## src/rtl/if_id_q.sv

```systemverilog
// if_id_q: IF/ID pipeline boundary with a 2-entry skid FIFO.
//   Fetch pushes {inst, pc, ppc} when if_valid && if_ready. Decode sees a
//   registered id_* stage. When the FIFO is empty, an accepted entry
//   bypasses the FIFO and reaches id_* one cycle later.
//   stl_mm freezes id_* and dequeue. Pushes are still accepted while room remains.
//   next_invalid flushes everything, including any same-cycle push.
//   rst is synchronous and active low. It has priority over flush and stall.
// Ports:
//   clk, rst                        clock, synchronous active-low reset
//   if_inst/if_pc/if_ppc/if_valid   fetch-side entry and its valid
//   if_ready                        room available (count < 2, not in reset)
//   id_inst/id_pc/id_ppc/id_valid   registered decode-side stage
//   stl_mm                          memory-stage stall
//   next_invalid                    branch redirect flush
//   stat_issue/stat_bubble          issue/bubble cycle counters (only if IF_ID_STAT_EN)
// Optional feature macro: IF_ID_STAT_EN
module if_id_q (
   input  logic        clk,
   input  logic        rst,
   input  logic [31:0] if_inst,
   input  logic [31:0] if_pc,
   input  logic [31:0] if_ppc,
   input  logic        if_valid,
   output logic        if_ready,
   output logic [31:0] id_inst,
   output logic [31:0] id_pc,
   output logic [31:0] id_ppc,
   output logic        id_valid,
   input  logic        stl_mm,
   input  logic        next_invalid
`ifdef IF_ID_STAT_EN
   ,
   output logic [31:0] stat_issue,
   output logic [31:0] stat_bubble
`endif
);

   localparam int unsigned XLEN  = 32;
   localparam int unsigned DEPTH = 2;
   localparam int unsigned CNT_W = 2;

   // FIFO storage. Contents are not reset; count and pointers qualify them.
   logic [XLEN-1:0] inst_mem_q [DEPTH];
   logic [XLEN-1:0] pc_mem_q   [DEPTH];
   logic [XLEN-1:0] ppc_mem_q  [DEPTH];

   logic             wr_ptr_q, wr_ptr_d;
   logic             rd_ptr_q, rd_ptr_d;
   logic [CNT_W-1:0] count_q, count_d;

   logic [XLEN-1:0] id_inst_q, id_inst_d;
   logic [XLEN-1:0] id_pc_q,   id_pc_d;
   logic [XLEN-1:0] id_ppc_q,  id_ppc_d;
   logic            id_valid_q, id_valid_d;

   logic push;
   logic fifo_wr;
   logic pop;
   logic issue;

   // The ready output depends only on rst and the registered count.
   assign if_ready = rst && (count_q != CNT_W'(DEPTH));
   assign push     = if_valid && if_ready;

   // An accepted entry goes into the FIFO unless it bypasses straight to id_*.
   // Bypass happens when the FIFO is empty and the stage is not stalled.
   assign fifo_wr  = push && !next_invalid && (stl_mm || (count_q != '0));
   assign pop      = !next_invalid && !stl_mm && (count_q != '0);
   assign issue    = !next_invalid && !stl_mm && ((count_q != '0) || push);

   // Next-state logic for the pointers, the count and the decode stage.
   always_comb begin
      wr_ptr_d   = wr_ptr_q;
      rd_ptr_d   = rd_ptr_q;
      count_d    = count_q;
      id_inst_d  = id_inst_q;
      id_pc_d    = id_pc_q;
      id_ppc_d   = id_ppc_q;
      id_valid_d = id_valid_q;

      if (next_invalid) begin
         wr_ptr_d   = 1'b0;
         rd_ptr_d   = 1'b0;
         count_d    = '0;
         id_inst_d  = '0;
         id_pc_d    = '0;
         id_ppc_d   = '0;
         id_valid_d = 1'b0;
      end else begin
         if (fifo_wr) wr_ptr_d = ~wr_ptr_q;
         if (pop)     rd_ptr_d = ~rd_ptr_q;
         unique case ({fifo_wr, pop})
            2'b10:   count_d = count_q + CNT_W'(1);
            2'b01:   count_d = count_q - CNT_W'(1);
            default: count_d = count_q;
         endcase

         if (!stl_mm) begin
            if (count_q != '0) begin
               id_inst_d  = inst_mem_q[rd_ptr_q];
               id_pc_d    = pc_mem_q[rd_ptr_q];
               id_ppc_d   = ppc_mem_q[rd_ptr_q];
               id_valid_d = 1'b1;
            end else if (push) begin
               id_inst_d  = if_inst;
               id_pc_d    = if_pc;
               id_ppc_d   = if_ppc;
               id_valid_d = 1'b1;
            end else begin
               id_inst_d  = '0;
               id_pc_d    = '0;
               id_ppc_d   = '0;
               id_valid_d = 1'b0;
            end
         end
      end
   end

   // Control and decode-stage registers with synchronous reset.
   always_ff @(posedge clk) begin
      if (!rst) begin
         wr_ptr_q   <= 1'b0;
         rd_ptr_q   <= 1'b0;
         count_q    <= '0;
         id_inst_q  <= '0;
         id_pc_q    <= '0;
         id_ppc_q   <= '0;
         id_valid_q <= 1'b0;
      end else begin
         wr_ptr_q   <= wr_ptr_d;
         rd_ptr_q   <= rd_ptr_d;
         count_q    <= count_d;
         id_inst_q  <= id_inst_d;
         id_pc_q    <= id_pc_d;
         id_ppc_q   <= id_ppc_d;
         id_valid_q <= id_valid_d;
      end
   end

   // FIFO data write. push is already gated low while in reset.
   always_ff @(posedge clk) begin
      if (fifo_wr) begin
         inst_mem_q[wr_ptr_q] <= if_inst;
         pc_mem_q[wr_ptr_q]   <= if_pc;
         ppc_mem_q[wr_ptr_q]  <= if_ppc;
      end
   end

   assign id_inst  = id_inst_q;
   assign id_pc    = id_pc_q;
   assign id_ppc   = id_ppc_q;
   assign id_valid = id_valid_q;

`ifdef IF_ID_STAT_EN
   logic [XLEN-1:0] stat_issue_q, stat_issue_d;
   logic [XLEN-1:0] stat_bubble_q, stat_bubble_d;

   // An issue cycle loads id_valid = 1.
   // A bubble cycle is an unstalled cycle that loads id_valid = 0.
   always_comb begin
      stat_issue_d  = stat_issue_q;
      stat_bubble_d = stat_bubble_q;
      if (issue)                stat_issue_d  = stat_issue_q + XLEN'(1);
      else if (!stl_mm)         stat_bubble_d = stat_bubble_q + XLEN'(1);
   end

   always_ff @(posedge clk) begin
      if (!rst) begin
         stat_issue_q  <= '0;
         stat_bubble_q <= '0;
      end else begin
         stat_issue_q  <= stat_issue_d;
         stat_bubble_q <= stat_bubble_d;
      end
   end

   assign stat_issue  = stat_issue_q;
   assign stat_bubble = stat_bubble_q;
`else
   logic unused_issue;
   assign unused_issue = issue;
`endif

endmodule

```

## config.mk

```make
export PLATFORM = sky130hd
export DESIGN_NAME = if_id_q
export DESIGN_NICKNAME = d
export VERILOG_FILES = /design/src/rtl/if_id_q.sv
export SDC_FILE = /design/constraint.sdc
export NUM_CORES = 1
export LEC_CHECK = 0
export CORE_MARGIN = 2
export CORE_UTILIZATION = 45
export DETAILED_ROUTE_END_ITERATION = 10
export GPL_ROUTABILITY_DRIVEN = 0
export PLACE_DENSITY = 0.7
export REMOVE_ABC_BUFFERS = 1
export SYNTH_ARGS = -nofsm -noshare
export SYNTH_HDL_FRONTEND = slang
export SYNTH_SLANG_ARGS = --single-unit
export TNS_END_PERCENT = 10
```

## constraint.sdc

```tcl
create_clock -name clk -period 15.6 [get_ports clk]
set_input_delay 3.12 -clock clk [delete_from_list [all_inputs] [get_ports clk]]
set_output_delay 3.12 -clock clk [all_outputs]
set_load 0.03 [all_outputs]
```

# Yosys cells after proc, flatten, opt, wreduce, memory -nomap -nowiden
# Memory sizes are Yosys's and may differ from the RTL's. A register that Yosys moved wholly into a read port is not among the register bits.
# Cells that the tools add are included.
# classes
add_sub_neg,2
n_eq_ne,3
n_mux,17
n_bitwise,3
reduce_logical,12
# ops
op,count
2-to-1 mux 32 bit,6
2-to-1 mux 1 bit,10
logical AND 1 bit,6
case mux 2 bit (2 select lines),1
nonzero test 2 bit,2
NOT 1 bit,3
adder 2 x 1 -> 2 bit (second input constant),1
== test 2 x 1 -> 1 bit (second input constant),1
== test 2 bit (second input constant),1
zero test 1 bit,2
inequality test 2 bit (second input constant),1
OR reduction 2 bit,1
subtractor 2 x 1 -> 2 bit (second input constant),1
logical OR 1 bit,1
# totals
reg_bits,101
ramBits,192
in_bits,101
out_inout_bits,98
word_cells,47
memories,3
# mem_list
name,depth,word_bits,rd,rd_clocked_by_memory_dff,wr,line,text
inst_mem_q,2,32,1,1,1,43,logic [XLEN-1:0] inst_mem_q [DEPTH];
pc_mem_q,2,32,1,1,1,44,logic [XLEN-1:0] pc_mem_q [DEPTH];
ppc_mem_q,2,32,1,1,1,45,logic [XLEN-1:0] ppc_mem_q [DEPTH];

# Depth between registers and ports, before layout
# logic_depth
depth_word,7
depth_mapped,8
mapped_depth_nobuf,6

# Worst setup path after synthesis
# Ideal clock, no wire load.
# synth_path
path_kind,in2reg
start,input port stl_mm
end,"memory inst_mem_q[0][0], enable pin"
setup_time_ps,552
arrival_ps,7652
t_required_ps,15048
path_slack_ps,7396
cell_stages,4
n_path_buf,1
path_cell_list,buf_2 -> nor2b_1 -> o2111ai_1 -> nor2_1
# synth_via
elab_chain_len,4
# synth_rtl
element,line,text
"start, declared",29,"input logic stl_mm,"
logical OR 1 bit,67,assign fifo_wr = push && !next_invalid && (stl_mm || (count_q != '0));
logical AND 1 bit,67,
2-to-1 mux 1 bit,142,if (fifo_wr) begin
2-to-1 mux 1 bit (implied by the code),143,inst_mem_q[wr_ptr_q] <= if_inst;
"end, declared",43,
# No other way between the ends.

# Final worst setup path
# layout_path
start,input port rst
end,output port if_ready
# layout_via
elab_chain_len,1
# layout_rtl
element,line,text
"start, declared",19,"input logic rst,"
logical AND 1 bit,62,assign if_ready = rst && (count_q != CNT_W'(DEPTH));
"end, declared",24,"output logic if_ready,"
# No other way between the ends.

==> results.json <==
{
  "dp_hpwl_mm": 13.01,
  "start_util": 0.4559,
  "final_antenna_net_count": 0,
  "clock_latency_ps": 530,
  "grt_use_met3": 0.03696,
  "synth_top_area_frac": 0.5420,
  "vias_per_cell": 5.580,
  "busiest_layer": "met2",
  "worstPathArrival_ps": 4610,
  "syn_inst": 666,
  "syn_area_per_cell_um2": 15.97,
  "cp_cell_sequence": "clkdlybuf4s50_1, a21boi_0, clkdlybuf4s50_1",
  "io_pins": 199,
  "relSlewSlack": 0.1586,
  "die_h_um": 157.8,
  "rsz0062_at_grt": "no",
  "area_delta_synth_final_pct": 29.20,
  "synth.largest_area_cell": "edfxtp_1",
  "drive_gt1_frac": 0.1747,
  "crit_required_ps": 12480,
  "p_leak_nw": 4.415,
  "maxCapViolCount": 0,
  "worst_slack_ps": 7874,
  "synth_top_family_by_area": "multiplexers",
  "wire_per_inst_um": 19.33,
  "vias": 6635,
  "cts_hold_buf": 0,
  "critPathCaptureType": "primary output",
  "tightestPinTransition_ps": 1259,
  "synth_adder_area_share": 0.001176,
  "cts_buffer_depth": 3,
  "path_common_cell": "clkdlybuf4s50_1",
  "antenna_cells": 0,
  "dieArea_um2": 24890,
  "grt_use_met2": 0.3110,
  "cts_setup_buffers": 0,
  "grt-ovfl-total": 0,
  "routed_wirelength_mm": 22.98,
  "period_minus_slack_ps": 7726,
  "synthFlopType": "edfxtp_1",
  "status": "complete, no violations",
  "syn-cell-area_um2": 10640,
  "tns_ps": 0,
  "std_cell_rows": 56,
  "first_pass_iters": 6,
  "postLayoutCellArea_um2": 13740,
  "port-buffer-count": 198,
  "ir_drop_mv": 0.06555,
  "final_max_slew_viol_count": 0,
  "crit_fanout": 4,
  "async_flop_share": 0,
  "crit_path_start_kind": "input pin",
  "pre_cts_ws_ps": 7897,
  "place_area_um2": 12860,
  "p_per_area_nw_per_um2": 114.1,
  "ys_seq_area_frac": 0.7339,
  "grtUsageTotal": 0.1822,
  "crit_buf_inv": 2,
  "grt_first_pass_wirelength_mm": 35.59,
  "finalClockSkew_ps": 8.935,
  "fp.dieW_um": 157.8,
  "antenna_found_initial": 0,
  "synth_edf_count": 192,
  "grt_pass1_vias": 6669,
  "critPathSlowestCell": "clkdlybuf4s50_1",
  "synth_mux_area_frac": 0.1016,
  "nNetsFinal": 951,
  "slowest_delay_ps": 700,
  "synthDistinctLibCells": 24,
  "grt_max_degree": 95,
  "fin_crit_sh": 0.4953,
  "yosys_warnings": 0,
  "core_um2": 23330,
  "cts_buffers": 29,
  "synth_common_cells": "edfxtp_1 (192), nor2_1 (105), dfxtp_1 (102)",
  "drcViolationCount": 0,
  "synth_simple_gate_area_frac": 0.04105,
  "hold_viol_final": 0,
  "cts_tree": "done",
  "synth_compound_area_frac": 0.09327,
  "setup-violations-final": 0,
  "ctsResizeCount": 0,
  "yosys-top-cells-area": "edfxtp_1 (54%), dfxtp_1 (19%), mux2_2 (10%)",
  "crit_family": "buffers and inverters",
  "grtUsageMet1": 0.2424,
  "htree_levels": 1,
  "cts.sinks": 294,
  "ys_seq_elements": 294,
  "path_class": "in -> out",
  "synth_xor_area_frac": 0.003293,
  "hp-class": "reg -> reg",
  "max_clock_freq_ghz": 0.1294,
  "drt_iter0_drc": 806,
  "clockRootBuffer": "clkbuf_16",
  "cts.clk_slew.worst_paths_ps": 60,
  "synthMostInstantiatedCell": "edfxtp_1"
}
worst min-delay path: stages, from the launching register on:
cell     delay, ps
dfxtp_1        330
a21oi_1         70
nor2_1          70
cell families after synthesis:
kind of cell	after synthesis
adders and majority gates	1
and+or+nand+nor	112
muxes	96
AOI/OAI and AO/OA	101
xor gates and xnor gates	4
DFF	294
buffers and inverters	58
cell usage in the layout (no fill, tap or decap):
cell,Yosys,final
clkinv_1,0,4
xor2_1,1,1
clkinv_2,0,5
nor2_1,105,102
clkbuf_1,35,9
a21boi_0,1,1
clkbuf_8,0,4
a222oi_1,96,96
edfxtp_1,192,192
mux2_2,96,96
ha_1,1,1
clkdlybuf4s50_1,0,197
or3_1,1,1
nor2b_1,1,1
nor2_4,0,3
dfxtp_4,0,1
inv_1,3,3
nor3_1,2,2
buf_4,0,10
a21oi_1,2,2
xnor2_1,3,3
dfxtp_1,102,101
nor2_2,1,1
o2111ai_1,1,1
o21ai_0,1,1
nand2_4,0,1
and4b_4,0,1
clkbuf_16,0,29
bufinv_16,0,1
routing by layer:
layer,share of wire,wire (um),up-vias
li1,-,-,3039
met1,0.42,9562,3293
met2,0.48,11110,273
met3,0.086,1981,30
met4,0.014,323,0
met5,0,0,-
per-stage QoR:
| stage | utilization | hold WS, ps | std cells | total power, mW |
|---|---|---|---|---|
| CTS | 0.5891 | 504.6 | 1189 | 1.585 |
| finish | 0.5891 | 500.9 | 1189 | 1.568 |
| detailed placement | 0.5512 | 487.7 | 1137 | 0.9424 |
| global placement | 0.5512 | 481.5 | 1137 | 0.9409 |
| global route | 0.5891 | 541.8 | 1189 | 1.622 |
| floorplan | - | 481.3 | 611 | 0.8889 |
final timing paths:
path,depth (start not counted),slack [ps],end,from
setup reg to reg,5,12890,rd_ptr_q$_SDFFE_PP0P_,count_q[0]$_SDFFE_PP0P_
hold / removal,2,500,id_valid$_SDFFE_PP0N_,id_valid$_SDFFE_PP0N_
hold reg to reg,2,500,id_valid$_SDFFE_PP0N_,id_valid$_SDFFE_PP0N_
setup / recovery,3,7870,if_ready,rst
power breakdown:
part	internal (mW)	leakage [nW]	switching (mW)
clock	0.375	0.437	0.267
combinational	0.0407	1.42	0.0436
sequential	0.838	2.56	0.00346
sequential cells by signal (all words and copies together) (netlist names), named ones only:
signal / count
count_q: 2
pc_mem_q: 64
ppc_mem_q: 64
inst_mem_q: 64
wr_ptr_q: 1
id_ppc: 32
id_inst: 32
id_valid: 1
rd_ptr_q: 1
id_pc: 32
layout make-up:
class | count | area [um2]
sequential | 294 | 7811
multi-input combinational | 314 | 2591
tap | 319 | 399.1
clock inverter | 10 | 70.07
inverter | 3 | 11.26
clock buffer | 42 | 814.5
timing repair buffer | 207 | 2047
fill | 1861 | 9588
No activity file was read; power rests on OpenSTA's default activity.
